**src/rtl/mem_lsu.sv**
```systemverilog
// rtl/mem_lsu.sv - load/store responder serialising 8/16/32-bit accesses onto a byte-wide req/ack bus
// Optional per-byte bus timeout: define MEM_LSU_TIMEOUT_EN.
module mem_lsu #(
    parameter int unsigned TIMEOUT = 16
) (
    input  logic        clk_i,
    input  logic        rstn_i,
    input  logic [31:0] mem_addr_i,
    input  logic [31:0] mem_wdata_i,
    input  logic        mem_wr_en_i,
    input  logic        mem_rd_en_i,
    input  logic [1:0]  mem_acc_w_i,
    input  logic [1:0]  mem_acc_r_i,
    input  logic        mem_r_sext_i,
    output logic        mem_wr_ready_o,
    output logic        mem_rd_ready_o,
    output logic [31:0] mem_rdata_o,
    output logic        mem_err_o,
    output logic        bus_req_o,
    output logic        bus_we_o,
    output logic [31:0] bus_addr_o,
    output logic [7:0]  bus_wdata_o,
    input  logic [7:0]  bus_rdata_i,
    input  logic        bus_ack_i
);

    typedef enum logic [1:0] {S_IDLE, S_XFER, S_DONE} state_e;

    state_e      state_q, state_d;
    logic [31:0] addr_q, wdata_q, rbuf_q, rdata_q;
    logic [1:0]  last_q, k_q;
    logic        sext_q, rd_q, err_q;

    logic        req_any;
    logic [1:0]  req_size;
    logic        req_bad;
    logic [1:0]  req_last;
    logic        last_ack;
    logic        timeout_hit;
    logic [31:0] rbuf_m;

    // Store wins when both enables are set, so size follows the chosen direction.
    assign req_any  = mem_wr_en_i | mem_rd_en_i;
    assign req_size = mem_wr_en_i ? mem_acc_w_i : mem_acc_r_i;

    always_comb begin
        req_bad  = 1'b0;
        req_last = 2'd0;
        case (req_size)
            2'd0: begin req_bad = 1'b0;                      req_last = 2'd0; end
            2'd1: begin req_bad = mem_addr_i[0];             req_last = 2'd1; end
            2'd2: begin req_bad = (mem_addr_i[1:0] != 2'd0); req_last = 2'd3; end
            default: begin req_bad = 1'b1;                   req_last = 2'd0; end
        endcase
    end

    assign last_ack = (state_q == S_XFER) && bus_ack_i && (k_q == last_q);

`ifdef MEM_LSU_TIMEOUT_EN
    logic [31:0] tcnt_q;

    assign timeout_hit = (state_q == S_XFER) && !bus_ack_i && (tcnt_q == TIMEOUT - 1);

    always_ff @(posedge clk_i or negedge rstn_i) begin
        if (!rstn_i) begin
            tcnt_q <= '0;
        end else if (state_q != S_XFER || bus_ack_i) begin
            tcnt_q <= '0;
        end else begin
            tcnt_q <= tcnt_q + 32'd1;
        end
    end
`else
    assign timeout_hit = 1'b0;
`endif

    // Read buffer with the byte arriving this cycle merged in, used on the final ack.
    always_comb begin
        rbuf_m = rbuf_q;
        rbuf_m[{k_q, 3'b000} +: 8] = bus_rdata_i;
    end

    function automatic logic [31:0] extend(input logic [31:0] v, input logic [1:0] last,
                                           input logic sx);
        case (last)
            2'd0:    extend = {{24{sx & v[7]}}, v[7:0]};
            2'd1:    extend = {{16{sx & v[15]}}, v[15:0]};
            default: extend = v;
        endcase
    endfunction

    always_ff @(posedge clk_i or negedge rstn_i) begin
        if (!rstn_i) begin
            state_q <= S_IDLE;
        end else begin
            state_q <= state_d;
        end
    end

    always_comb begin
        state_d = state_q;
        case (state_q)
            S_IDLE: if (req_any) state_d = req_bad ? S_DONE : S_XFER;
            S_XFER: if (last_ack || timeout_hit) state_d = S_DONE;
            S_DONE: state_d = S_IDLE;
            default: state_d = S_IDLE;
        endcase
    end

    always_ff @(posedge clk_i or negedge rstn_i) begin
        if (!rstn_i) begin
            addr_q  <= '0;
            wdata_q <= '0;
            rbuf_q  <= '0;
            rdata_q <= '0;
            last_q  <= '0;
            k_q     <= '0;
            sext_q  <= 1'b0;
            rd_q    <= 1'b0;
            err_q   <= 1'b0;
        end else begin
            case (state_q)
                S_IDLE: begin
                    if (req_any) begin
                        addr_q  <= mem_addr_i;
                        wdata_q <= mem_wdata_i;
                        rd_q    <= ~mem_wr_en_i;
                        sext_q  <= mem_r_sext_i;
                        last_q  <= req_last;
                        err_q   <= req_bad;
                        k_q     <= 2'd0;
                        rbuf_q  <= '0;
                    end
                end
                S_XFER: begin
                    if (bus_ack_i) begin
                        k_q <= k_q + 2'd1;
                        if (rd_q) rbuf_q <= rbuf_m;
                        if (rd_q && k_q == last_q) rdata_q <= extend(rbuf_m, last_q, sext_q);
                    end else if (timeout_hit) begin
                        err_q <= 1'b1;
                    end
                end
                default: ;
            endcase
        end
    end

    always_comb begin
        mem_wr_ready_o = 1'b0;
        mem_rd_ready_o = 1'b0;
        mem_err_o      = 1'b0;
        bus_req_o      = 1'b0;
        bus_we_o       = 1'b0;
        bus_addr_o     = '0;
        bus_wdata_o    = '0;
        case (state_q)
            S_XFER: begin
                bus_req_o   = 1'b1;
                bus_we_o    = ~rd_q;
                bus_addr_o  = addr_q + {30'd0, k_q};
                bus_wdata_o = wdata_q[{k_q, 3'b000} +: 8];
            end
            S_DONE: begin
                mem_wr_ready_o = ~rd_q;
                mem_rd_ready_o = rd_q;
                mem_err_o      = err_q;
            end
            default: ;
        endcase
    end

    assign mem_rdata_o = rdata_q;

endmodule

```
**config.mk**
```make
export PLATFORM = sky130hd
export DESIGN_NAME = mem_lsu
export DESIGN_NICKNAME = d
export VERILOG_FILES = /design/src/rtl/mem_lsu.sv
export SDC_FILE = /design/constraint.sdc
export NUM_CORES = 1
export LEC_CHECK = 0
export BUFFER_PORTS_ARGS = -buffer_cell sky130_fd_sc_hd__buf_2
export CAP_MARGIN = 10
export CELL_PAD_IN_SITES_DETAIL_PLACEMENT = 1
export CELL_PAD_IN_SITES_GLOBAL_PLACEMENT = 1
export CORE_ASPECT_RATIO = 2
export CORE_UTILIZATION = 44
export DETAILED_ROUTE_END_ITERATION = 8
export GPL_TIMING_DRIVEN = 0
export HOLD_SLACK_MARGIN = 0.15
export PLACE_DENSITY = 0.85
export SYNTH_ARGS = -nofsm -noshare
export SYNTH_HDL_FRONTEND = slang
export SYNTH_SLANG_ARGS = --single-unit
```
**constraint.sdc**
```tcl
create_clock -name clk_i -period 8.6 [get_ports clk_i]
set_clock_uncertainty 0.15 [all_clocks]
set_input_delay 1.72 -clock clk_i [delete_from_list [all_inputs] [get_ports clk_i]]
set_output_delay 1.72 -clock clk_i [all_outputs]
set_load 0.02 [all_outputs]
```
==> flow_summary_export.csv <==
group,metric,value,unit
power,power.total,3.35,mW
die,start_util,45.1,%
layout,antennaDiodeCount,0,
detailed_routing,ant_nets,0,
setup_path,startpoint_type,"flip-flop",
die,die-area,0.0163,mm2
synth,ys_seq_elements,137,
clocking,clockRootBuffer,"clkbuf_16",
sta,grt_setup_unrepaired,"false",
clocking,post-cts-setup-buffer-count,0,
power,pwr-share-comb,42.7,%
worst_hold_path,hp-class,"flip-flop to flip-flop",
clocking,numCtsBuffers,17,
synth,yosysMostFrequentCell,"nand2_1",
clocking,htreeDepth,4,
setup_path,setup.worst_path.class,"flip-flop to primary output",
die,rows,64,
clocking,cts_tree,"built",
synth,synth_area,0.00694,mm2
layout,fin_util,56.2,%
sta,finalCriticalPeriod,5.11,ns
synth,synthDistinctLibCells,50,
detailed_routing,wl_per_cell,20.1,um
global_routing,grt.overflow.total,0,
global_routing,grtUsageTotal,28.8,%
setup_path,crit_path_end_kind,"primary output",
layout,nets,1020,
synth,async_flop_share,100,%
synth,synth_edf_count,0,
die,die_h,180,um
sta,fin_setup_tns,0,ns
place,finalWeightedCongestion,0.878,
detailed_routing,viasPerCell,5.73,
synth,synth_common_cells,"211 x nand2_1, 137 x dfrtp_1, 48 x nor2_1, 36 x a21oi_1, 35 x clkbuf_1",
synth,yosysTopAreaCellShare,49.4,%
setup_path,crit_path_max_fanout,10,
power,internal-power,1.88,mW
global_routing,first_global_vias,7097,
synth,ys.flop_type,"dfrtp_1",
synth,ys_warn_count,0,
detailed_routing,wirelength,22900,um
sta,timing.fmax,196,MHz
synth,synth_cells,749,
synth,synth_area_leaders,"dfrtp_1 49%, nand2_1 11%, a32oi_1 3.0%, o22a_1 3.0%, a22o_1 2.9%",
clocking,post_cts_resized,0,
synth,yosysTopAreaCell,"dfrtp_1",
power,power_density,388,mW/mm2
clocking,cts_buffer_depth,2,
sta,setup_violations,0,
detailed_routing,drt_iter0_markers,272,
clocking,path_clk_slew,0.06,ns
layout,area_growth,24.6,%
job,maxCapViolCount,0,
synth,synth_sequential_area_ratio,49.4,%
synth,synth_nets,842,
clocking,clock_latency,0.42,ns
setup_path,crit_start,"k_q[0]",
layout,post_route_cells_drive_above_1_share,23.6,%
power,vdd_drop_max,0.180,mV
die,die_w,90.8,um
power,leakage,4.15,nW
synth,syn_avg_cell_area,9.26,um2
power,sequentialPowerShare,33.7,%
worst_hold_path,holdCritStartpoint,"wdata_q[28]",
clocking,cts_hold_buf,0,
die,core-area,0.0154,mm2
sta,maxSlewHeadroom,19.1,%
setup_path,arrival,3.24,ns
global_routing,antenna_found_initial,0,
sta,period_share,59.4,%
outcome,status,"finished clean",
sta,finalMaxSlewViolations,0,
setup_path,r2r_start,"k_q[0]",
global_routing,grt_max_degree,93,
die,pin_count,159,
detailed_routing,firstDrtPassIters,5,
setup_path,crit_required,6.73,ns
power,p_switching,1.47,mW
place,port_buffers,157,
sta,tightestPinTransition,1.21,ns
setup_path,rrSetupSlack,4.89,ns
global_routing,grt_pass1_wl,36300,um
detailed_routing,drc,0,
clocking,cts.sinks,137,
power,p_sw_share,43.8,%
power,power_frac_clock,23.6,%
sta,hold_viol,0,
detailed_routing,routed-via-count,6525,
place,post-dp-hpwl,17100,um
-- per-stage QoR --
stage	instances	cell area, um2	setup slack, ns	hold WS [ns]
floorplan	749	6940	4.40	0.290
finish	1138	8640	3.49	0.330
detailed placement	1106	8010	3.94	0.313
CTS	1138	8640	3.49	0.331
global route	1138	8640	3.31	0.360
global placement	1104	7970	3.71	0.302
-- flip-flops by register name (all words and copies together), names as in the netlist --
signal       flops
addr_q          32
mem_rdata_o     32
rbuf_q          32
wdata_q         32
k_q              2
last_q           2
state_q          2
err_q            1
rd_q             1
sext_q           1
-- final timing paths --
kind,cells after the start,end
setup / recovery,9,bus_addr_o[30]
hold / removal,2,wdata_q[28]
setup reg to reg,9,rbuf_q[21]
hold reg to reg,2,wdata_q[28]
max in group asynchronous,2,rbuf_q[30]
min in group asynchronous,1,mem_rdata_o[6]
-- layout make-up --
type,instances,area (um2)
Sequential cell,137,3430
Inverter,11,41.3
Fill cell,1874,6730
Multi-Input combinational cell,554,3280
Clock inverter,13,180
Clock buffer,19,453
Buffer,47,188
Timing Repair Buffer,159,827
Tap cell,198,248
-- worst max-delay path, stage by stage (launching register included) --
cell,delay [ns]
dfrtp_1,0.43
ha_1,0.26
fa_1,0.28
and4_1,0.19
clkbuf_1,0.29
nand4_1,0.25
buf_2,0.25
or4_1,0.48
a21oi_1,0.19
buf_2,0.19
-- cells by family after synthesis --
group	count (synthesis)	share of synthesized area, %
and+or+nand+nor	369	24.5
xor gates and xnor gates	14	1.77
adders and majority gates	11	2.09
buffers and inverters	58	3.30
DFF	137	49.4
muxes	10	2.89
AOI/OAI and AO/OA	150	16.1
-- routing by layer --
metal  up-vias  wire length [um]  track usage (%)
met5         -                 0                0
met4         0              1340             18.3
met3        79               785             4.91
met2       223             13000             55.4
met1      3229              7750             27.3
li1       2994                 -                -
-- cell usage in the layout (no fill, tap or decap), drive strengths merged, types with 5 or more instances in the layout --
cell / synthesis / layout
nand2: 211 / 211
buf: 11 / 170
dfrtp: 137 / 137
clkbuf: 36 / 55
nor2: 48 / 48
a21oi: 36 / 36
nor2b: 27 / 27
a32oi: 24 / 24
o22a: 24 / 24
a22o: 23 / 23
inv: 11 / 18
and2: 16 / 16
o21ai: 13 / 13
nand4: 12 / 12
nand3: 11 / 11
or4: 11 / 11
ha: 10 / 10
o31ai: 9 / 9
xor2: 9 / 9
mux4: 8 / 8
a31o: 8 / 8
and4: 6 / 6
and3: 6 / 6
xnor2: 5 / 5
or3: 5 / 5
-- power groups by stage --
stage                     combinational (mW)  clock, mW  sequential [mW]
after floorplan                        0.872          0             1.16
after global placement                  1.37          0             1.11
after detailed placement                1.43          0             1.14
after CTS                               1.45      0.798             1.13
after global routing                    1.57      0.823             1.16
final                                   1.43      0.791             1.13
No activity file was read; power rests on OpenSTA's default activity.
